**config.mk**
```make
export PLATFORM = sky130hd
export DESIGN_NAME = quad_paddle
export DESIGN_NICKNAME = d
export VERILOG_FILES = /design/src/rtl/quad_paddle_pkg.sv /design/src/rtl/quad_paddle_filter.sv /design/src/rtl/quad_paddle.sv
export SDC_FILE = /design/constraint.sdc
export NUM_CORES = 1
export LEC_CHECK = 0
export CAP_MARGIN = 20
export CORE_ASPECT_RATIO = 2
export CORE_UTILIZATION = 55
export DETAILED_ROUTE_END_ITERATION = 7
export GPL_TIMING_DRIVEN = 0
export PLACE_DENSITY = 0.85
export REMOVE_ABC_BUFFERS = 1
export SLEW_MARGIN = 20
export SYNTH_ARGS = -nofsm -noshare
export SYNTH_HDL_FRONTEND = slang
export SYNTH_SLANG_ARGS = --single-unit
```
**constraint.sdc**
```tcl
create_clock -name CLOCK_50 -period 3.23 [get_ports CLOCK_50]
set_clock_uncertainty 0.05 [all_clocks]
set_input_delay 0.646 -clock CLOCK_50 [delete_from_list [all_inputs] [get_ports CLOCK_50]]
set_output_delay 0.646 -clock CLOCK_50 [all_outputs]
set_load 0.01 [all_outputs]
```
**src/rtl/quad_paddle_pkg.sv**
```systemverilog
// Shared pong package: screen geometry, default paddle limits and step size,
// plus the quadrature decode helpers used by the paddle controller.
package quad_paddle_pkg;

  localparam int SCREEN_H       = 480;
  localparam int PADDLE_H       = 64;
  localparam int POS_MIN_DEF    = 0;
  localparam int POS_MAX_DEF    = SCREEN_H - PADDLE_H;  // 416
  localparam int POS_INIT_DEF   = 208;
  localparam int STEP_DEF       = 4;
  localparam int FILTER_LEN_DEF = 4;

  // Internal position width: one bit wider than paddle_y so pos+STEP never wraps.
  localparam int POS_W = 11;
  localparam int ERR_W = 8;

  typedef enum logic [1:0] {
    MOVE_IDLE    = 2'd0,
    MOVE_UP      = 2'd1,
    MOVE_DOWN    = 2'd2,
    MOVE_ILLEGAL = 2'd3
  } move_e;

  // Position of a phase pair in the up cycle 00 -> 01 -> 11 -> 10.
  function automatic logic [1:0] gray_idx(input logic a, input logic b);
    return {a, a ^ b};
  endfunction

  // Classify the transition prev_ab -> cur_ab (bit 1 = A, bit 0 = B).
  function automatic move_e decode_move(input logic [1:0] prev_ab,
                                        input logic [1:0] cur_ab);
    logic [1:0] p;
    logic [1:0] c;
    p = gray_idx(prev_ab[1], prev_ab[0]);
    c = gray_idx(cur_ab[1], cur_ab[0]);
    if (c == p)               return MOVE_IDLE;
    else if (c == p + 2'd1)   return MOVE_UP;
    else if (p == c + 2'd1)   return MOVE_DOWN;
    else                      return MOVE_ILLEGAL;  // both phases changed
  endfunction

endpackage

```
**src/rtl/quad_paddle_filter.sv**
```systemverilog
// quad_filter: two-flop synchronizer followed by a stability filter for one
// encoder phase.
//   clk_i   : clock
//   rst_ni  : synchronous active-low reset
//   async_i : asynchronous phase input
//   sync_o  : synchronizer output (second flop)
//   filt_o  : filtered phase, follows sync_o once it has been stable long enough
module quad_filter
  import quad_paddle_pkg::*;
#(
  parameter int FILTER_LEN = FILTER_LEN_DEF
) (
  input  logic clk_i,
  input  logic rst_ni,
  input  logic async_i,
  output logic sync_o,
  output logic filt_o
);

  localparam logic [4:0] FLEN = 5'(FILTER_LEN);

  logic       meta_q;
  logic       sync_q;
  logic       sync_prev_q;
  logic       filt_q, filt_d;
  logic [3:0] cnt_q, cnt_d;
  logic [4:0] cnt_inc;

  assign cnt_inc = {1'b0, cnt_q} + 5'd1;

  // The counter restarts whenever the synced value agrees with the filtered
  // value or has just moved, so only an uninterrupted run is accepted. The
  // filtered value is taken on the edge where the count reaches FILTER_LEN.
  always_comb begin
    cnt_d  = cnt_inc[3:0];
    filt_d = filt_q;
    if ((sync_q == filt_q) || (sync_q != sync_prev_q)) begin
      cnt_d = '0;
    end else if (cnt_inc == FLEN) begin
      cnt_d  = '0;
      filt_d = sync_q;
    end
  end

  always_ff @(posedge clk_i) begin
    // The synchronizer keeps running through reset so the filter can be
    // primed with the real input level.
    meta_q      <= async_i;
    sync_q      <= meta_q;
    sync_prev_q <= sync_q;
    if (!rst_ni) begin
      filt_q <= sync_q;
      cnt_q  <= '0;
    end else begin
      filt_q <= filt_d;
      cnt_q  <= cnt_d;
    end
  end

  assign sync_o = sync_q;
  assign filt_o = filt_q;

endmodule

```
**src/rtl/quad_paddle.sv**
```systemverilog
// quad_paddle: turns a quadrature encoder into a clamped paddle position that
// is updated for the renderer only at frame boundaries.
//   CLOCK_50    : 50 MHz clock
//   RESET       : synchronous active-low reset
//   QUAD_A/B    : asynchronous encoder phases
//   frame_start : one-cycle pulse at start of vertical blanking
//   paddle_y    : frame-stable paddle position
//   step        : one-cycle pulse per accepted move (also at a limit)
//   dir         : direction of last accepted move, 1 = up (+)
//   err_count   : saturating count of illegal double-phase transitions
module quad_paddle
  import quad_paddle_pkg::*;
#(
  parameter int FILTER_LEN = FILTER_LEN_DEF,
  parameter int POS_MIN    = POS_MIN_DEF,
  parameter int POS_MAX    = POS_MAX_DEF,
  parameter int POS_INIT   = POS_INIT_DEF,
  parameter int STEP       = STEP_DEF
) (
  input  logic       CLOCK_50,
  input  logic       RESET,
  input  logic       QUAD_A,
  input  logic       QUAD_B,
  input  logic       frame_start,
  output logic [9:0] paddle_y,
  output logic       step,
  output logic       dir,
  output logic [7:0] err_count
);

  localparam logic [POS_W-1:0] P_MIN  = POS_W'(POS_MIN);
  localparam logic [POS_W-1:0] P_MAX  = POS_W'(POS_MAX);
  localparam logic [POS_W-1:0] P_INIT = POS_W'(POS_INIT);
  localparam logic [POS_W-1:0] P_STEP = POS_W'(STEP);
  localparam logic [POS_W-1:0] P_LOW  = POS_W'(POS_MIN + STEP);

  logic sync_a, sync_b, filt_a, filt_b;

  quad_filter #(.FILTER_LEN(FILTER_LEN)) u_filt_a (
    .clk_i   (CLOCK_50),
    .rst_ni  (RESET),
    .async_i (QUAD_A),
    .sync_o  (sync_a),
    .filt_o  (filt_a)
  );

  quad_filter #(.FILTER_LEN(FILTER_LEN)) u_filt_b (
    .clk_i   (CLOCK_50),
    .rst_ni  (RESET),
    .async_i (QUAD_B),
    .sync_o  (sync_b),
    .filt_o  (filt_b)
  );

  logic [1:0]       prev_q;
  logic [POS_W-1:0] pos_q, pos_d;
  logic [9:0]       paddle_q, paddle_d;
  logic             step_q, step_d;
  logic             dir_q, dir_d;
  logic [ERR_W-1:0] err_q, err_d;
  logic [POS_W-1:0] up_sum;
  move_e            move;

  assign move   = decode_move(prev_q, {filt_a, filt_b});
  assign up_sum = pos_q + P_STEP;

  always_comb begin
    pos_d  = pos_q;
    step_d = 1'b0;
    dir_d  = dir_q;
    err_d  = err_q;
    case (move)
      MOVE_UP: begin
        pos_d  = (up_sum > P_MAX) ? P_MAX : up_sum;
        step_d = 1'b1;
        dir_d  = 1'b1;
      end
      MOVE_DOWN: begin
        pos_d  = (pos_q < P_LOW) ? P_MIN : (pos_q - P_STEP);
        step_d = 1'b1;
        dir_d  = 1'b0;
      end
      MOVE_ILLEGAL: begin
        if (err_q != {ERR_W{1'b1}}) err_d = err_q + 1'b1;
      end
      default: ;
    endcase
    // Sampling pos_q (not pos_d) gives the pre-move value when a move and
    // frame_start land on the same edge.
    paddle_d = frame_start ? pos_q[9:0] : paddle_q;
  end

  always_ff @(posedge CLOCK_50) begin
    if (!RESET) begin
      // Prime the previous-phase register from the same synchronizer outputs
      // the filters load, so release never decodes a phantom move.
      prev_q   <= {sync_a, sync_b};
      pos_q    <= P_INIT;
      paddle_q <= P_INIT[9:0];
      step_q   <= 1'b0;
      dir_q    <= 1'b0;
      err_q    <= '0;
    end else begin
      prev_q   <= {filt_a, filt_b};
      pos_q    <= pos_d;
      paddle_q <= paddle_d;
      step_q   <= step_d;
      dir_q    <= dir_d;
      err_q    <= err_d;
    end
  end

  assign paddle_y  = paddle_q;
  assign step      = step_q;
  assign dir       = dir_q;
  assign err_count = err_q;

endmodule

```
======== After elaboration in Yosys (flattened, before gate mapping) ========
Index checks and enable logic that the tools add are counted.
operators by class
  add/sub/neg operators ................... 7
  multipliers ............................. 0
  div/mod/pow operators ................... 0
  order comparisons ....................... 2
  equality and inequality tests ........... 17
  shift operators ......................... 0
  muxes and demuxes ....................... 15
  bitwise logic cells ..................... 3
  reductions and logical operators ........ 9
operator list
  cell                                                 number
  2-to-1 mux 11 bit                                    2
  one-hot mux 11 bit (2 select lines)                  1
  adder 11 x 3 -> 11 bit, second input constant        1
  > comparator 11 x 9 -> 1 bit, second input constant  1
  < comparator 11 x 3 -> 1 bit, second input constant  1
  subtractor 11 x 3 -> 11 bit, second input constant   1
  adder 4 x 1 -> 5 bit, second input constant          2
  == test 5 x 3 -> 1 bit, second input constant        2
  adder 8 x 1 -> 8 bit, second input constant          1
  2-to-1 mux 1 bit                                     8
  != test 8 bit, second input constant                 1
  == test 2 bit                                        3
  2-to-1 mux 2 bit                                     3
  AND reduction 2 bit                                  3
  OR reduction 3 bit                                   2
  adder 2 x 1 -> 2 bit, second input constant          2
  == test 2 bit, second input constant                 2
  != test 2 x 1 -> 1 bit, second input constant        2
  != test 2 bit, second input constant                 2
  == test 1 bit                                        2
  == test 2 x 1 -> 1 bit, second input constant        1
  logical OR 1 bit                                     2
  != test 1 bit                                        2
  one-hot mux 1 bit (2 select lines)                   1
  other kinds (4)                                      5
word-level totals
  bits in registers ....................... 49
  latch bits .............................. 0
  memory bits (writable) .................. 0
  ROM bits ................................ 0
  bits of input ports ..................... 5
  output and inout bits ................... 20
  memories ................................ 0

======== Longest topological paths before layout ========
  depth in word-level cells ............... 9
  mapped depth ............................ 11
  depth with buffers taken out ............ 11

======== Modules after synthesis ========
A second synthesis with hierarchy kept.
unflattened totals
  cell total of the unflattened synthesis .. 258
  area total of the unflattened synthesis .. 2299.7 µm²
modules (own cells, without submodules)
  module       times used  cells each  area an instance (µm²)  sequential area each (µm²)
  quad_paddle  1           210         1729.2                  580.6
  quad_filter  2           24          285.3                   170.2

======== Worst setup path after synthesis ========
Ideal clock, no wire load.
  path kind ............................... reg2reg
  start ................................... reg u_filt_b.filt_q (netlist: u_filt_b.filt_o)
  end ..................................... reg pos_q[5]
  setup time .............................. 115 ps
  arrival ................................. 2137 ps
  path slack .............................. 928 ps
  stages on the path, launching flop included .. 12
  path buffers ............................ 1
  clock period less this slack ............ 2302 ps
  cells stage by stage .................... edfxtp_1 nor2_1 a21oi_1 nor2_1 a21o_1 ha_1 clkbuf_1 or3b_2 a21oi_1 o311ai_1 o221a_1 o21a_1
between the ends
  longest elaborated chain between the ends .. 8
ends and longest elaborated chain
  item                                                                              line                      RTL
  start, declared                                                                   quad_paddle_filter.sv:25  logic filt_q, filt_d;
  start signal, assigned                                                            quad_paddle_filter.sv:52  filt_q <= sync_q;
  start signal, assigned                                                            quad_paddle_filter.sv:55  filt_q <= filt_d;
  XOR 1 bit *                                                                       quad_paddle_pkg.sv:26     return {a, a ^ b};
  adder 2 x 1 -> 2 bit                                                              quad_paddle_pkg.sv:38     else if (p == c + 2'd1) return MOVE_DOWN;
  == test 2 bit                                                                     quad_paddle_pkg.sv:38
  2-to-1 mux 1 bit                                                                  quad_paddle_pkg.sv:38
  2-to-1 mux 2 bit                                                                  quad_paddle_pkg.sv:37     else if (c == p + 2'd1) return MOVE_UP;
  2-to-1 mux 2 bit *                                                                quad_paddle_pkg.sv:36     if (c == p) return MOVE_IDLE;
  == test 2 bit / == test 2 x 1 -> 1 bit (equally long branches)                    quad_paddle.sv:72         case (move)
  one-hot mux 11 bit (2 select lines) / nonzero test 2 bit (equally long branches)  -
  end signal, assigned                                                              quad_paddle.sv:105        pos_q <= pos_d;
  end, declared                                                                     quad_paddle.sv:56         logic [POS_W-1:0] pos_q, pos_d;
Mark *: on every way between the ends. The rest lies on a longest branch, timed or not.
A chain may end at the register's enable or synchronous reset.

==> results by group <==
Synthesis
  • Fraction of registers with async set/reset: 0%
  • Post-synthesis sequential element count: 45
  • Leading area contributor after synthesis: dfxtp_1
  • Synth cell types: 47
  • Yosys top cell area share: between 30 and 40%
  • Syn Area/Cell: ~9 um^2
  • Ys flop type: dfxtp_1
  • Synth cell count leaders: dfxtp_1, nor2_1, nand2_1, inv_1
  • Post-synth EDFFs: 2
  • Synth top area cells: dfxtp_1, nor2_1, mux2i_1
  • Syn Inst Count: 250
  • Most frequent cell after synthesis: dfxtp_1
  • Synthesized cell area: 2200 um^2
  • Sequential area share after synthesis: between 40% and 50%
  • YS warnings: 0

Power and ir drop
  • Comb power frac: between 20% and 30%
  • Psw: about 430 uW
  • Clk network pwr share: 25.0%
  • Leakage: just under 1 nW
  • VDD IR-drop max: around 0.32 mV
  • Flop pwr share: between 50% and 60%
  • Switching Fraction: 32.5%
  • Internal: approximately 890 uW
  • PwrDens: about 530 nW/um^2

Routing
  • Total number of vias: around 1800
  • WL/cell: about 14 um
  • Remaining antenna violation count: 0
  • First-pass detailed-route iteration total: 4
  • Initial DRC count: ~60
  • Final WL: 4560 um
  • Vias/cell: 5.80
  • Post-route DRC violation count: 0

Critical path
  • Crit path to: pos_q[4]$_SDFFE_PN1P_
  • Worst r2r src: u_filt_b.filt_o$_DFFE_PP_
  • WP data required: ~3.4 ns
  • Crit end category: flop
  • Crit-path max FO: 19
  • Critical path's slowest cell: clkdlybuf4s50_1
  • Arrival @ worst endpoint: roughly 2.8 ns
  • CP startpoint: RESET
  • Startpoint types: input port
  • CP peak stage delay: about 0.95 ns
  • Kind of critical path: input port to flop
  • Worst reg-to-reg setup slack: 0.77 ns
  • Reg-to-reg critical path endpoint: pos_q[8]$_SDFFE_PN0P_
  • CP Cell Sequence: clkdlybuf4s50_1 -> inv_1 -> nor2_1 -> nand2_1 -> a21oi_1 -> o22ai_1
  • Depth of the most critical reg-to-reg path: 9

Floorplanning
  • # IOs: 25
  • Initial Utilization: 57.2%
  • Die X: about 47 um
  • Die Y-Extent: slightly above 90 um
  • Row cnt: 32
  • Die area: ~4300 um^2
  • Core Region: just under 4000 um^2

CTS
  • Clock sinks: 45
  • TritonCTS Buffers: 5
  • Clock Tree Root: clkbuf_8
  • # resized after CTS: 0
  • TritonCTS clock tree: done
  • H-Tree Depth: 2
  • CTS clock-pin slew for the worst setup and hold paths: approximately 0.08 ns
  • Max Buffers Root-to-Sink: 2
  • Clk_lat worst skew: 0.30 ns
  • Setup Fix Bufs, Post-CTS: 0
  • Hold-fix buffers, CTS: 0

Global route
  • Number of global-route vias before repair: ~1800
  • Largest net degree at the start of global routing: 20
  • GRT Total Usage: 25.5%
  • First-pass GRT wire length: between 7000 and 8000 um
  • Gr ovfl total: 0
  • Initial antenna violation count: 0

Hold path
  • Worst Hold Class: flop to flop

STA
  • Final setup violation count: 0
  • FMAX: 382 MHz
  • WHS: 0.278 ns
  • Final WS setup: around 0.61 ns
  • Worst slew pin tran: ~0.74 ns
  • Post-route minimum period: roughly 2.6 ns
  • Pins over their slew limit: 0
  • Slew HR: between 50% and 60%
  • Fin. Hold Viols: 0
  • Post-route setup TNS: 0 ns
  • Final worst path period share: between 80% and 90%
  • Unrepaired setup endpoints after global routing: false

Final layout
  • Area Growth Syn to Fin: 13.3%
  • Final nets: 278
  • ANT cells: 0
  • Share of layout cells above drive strength 1: 5.99%

Placed design
  • Gp weighted congestion: about 1
  • I/O Buffers: 22
  • Hpwl dp: 3330 um
  • Pre-CTS WS: around 0.26 ns

Outcome
  • Status: finished, final reports clean

Flow run
  • Max Cap Viol: 0
flip-flops by register name (all words and copies together), names as in the netlist:
signal and count:
prev_q 2, paddle_y 8, u_filt_a.meta_q 1, u_filt_a.cnt_q 4
pos_q 9, dir 1, step 1, u_filt_b.sync_o 1
u_filt_a.filt_o 1, u_filt_b.meta_q 1, u_filt_b.filt_o 1, u_filt_a.sync_o 1
err_count 8, u_filt_a.sync_prev_q 1, u_filt_b.sync_prev_q 1, u_filt_b.cnt_q 4
power groups by stage:
| stage | sequential [mW] | clock, mW | combinational, mW |
|---|---|---|---|
| floorplan | 0.684 | 0 | 0.204 |
| global placement | 0.697 | 0 | 0.289 |
| detailed placement | 0.700 | 0 | 0.298 |
| CTS | 0.688 | 0.341 | 0.299 |
| global route | 0.702 | 0.361 | 0.339 |
| finish | 0.691 | 0.332 | 0.302 |
area by class of cell:
cell class | instances | area [um^2]
clock buffers | 8 | 80.1
fillers | 357 | 1350
inverters | 13 | 48.8
multi-input cells | 179 | 1160
flip-flops and latches | 45 | 921
well taps | 51 | 63.8
repair buffers | 22 | 220
per-stage QoR:
| stage | std cells | area (um^2) | power (mW) | utilization, % |
|---|---|---|---|---|
| floorplan | 237 | 2130 | 0.888 | - |
| global placement | 310 | 2410 | 0.987 | 62.7 |
| detailed placement | 310 | 2410 | 0.998 | 62.7 |
| CTS | 318 | 2490 | 1.33 | 64.8 |
| global route | 318 | 2490 | 1.40 | 64.8 |
| finish | 318 | 2490 | 1.32 | 64.8 |
layout by cell type (no fill, tap or decap), types with 3 or more instances in the layout:
master / count
nand3b_1: 3
mux2i_1: 10
clkbuf_8: 5
clkdlybuf4s50_1: 22
nand3_1: 9
dfxtp_1: 43
a21oi_1: 11
nor3_1: 3
o21ai_1: 3
o21ai_0: 10
nand2_1: 16
xor2_1: 11
and3_1: 3
ha_1: 7
nor2_1: 39
xnor2_1: 6
inv_1: 13
clkbuf_1: 3
a31oi_1: 3
and4_1: 3
nand4_1: 7
worst min path at each step:
| stage | from | to | slack [ns] | cells past startpoint |
|---|---|---|---|---|
| after floorplan | u_filt_a.meta_q$_DFF_P_ | u_filt_a.sync_o$_DFF_P_ | 0.26 | 0 |
| after detailed placement | u_filt_b.meta_q$_DFF_P_ | u_filt_b.sync_o$_DFF_P_ | 0.26 | 0 |
| after global routing | u_filt_b.meta_q$_DFF_P_ | u_filt_b.sync_o$_DFF_P_ | 0.29 | 0 |
| after CTS | u_filt_b.meta_q$_DFF_P_ | u_filt_b.sync_o$_DFF_P_ | 0.28 | 0 |
| after global placement | u_filt_b.meta_q$_DFF_P_ | u_filt_b.sync_o$_DFF_P_ | 0.26 | 0 |
| final | u_filt_b.meta_q$_DFF_P_ | u_filt_b.sync_o$_DFF_P_ | 0.28 | 0 |
cell families after synthesis:
group,after synthesis,synth area share [%]
adders and majority gates,7,3.99
buffers and inverters,27,5.64
AOI/OAI and AO/OA,45,13.9
muxes,12,5.58
and+or+nand+nor,96,22.0
xor gates and xnor gates,17,6.78
other,1,0.171
DFF,45,41.9
routing by layer:
metal,GRT usage [%],vias up,part of all wire [%]
met5,0,-,0
met4,12.9,0,3.3
met3,4.97,14,3.0
met2,45.1,48,57
met1,25.9,882,37
li1,-,901,-
critical path, delay by kind of cell:
kind                   cells  cell delay [ns]
AO/OA/AOI/OAI              2             0.23
AND/OR/NAND/NOR            2             0.43
buffers and inverters      2             1.44
No activity file was read; power rests on OpenSTA's default activity.
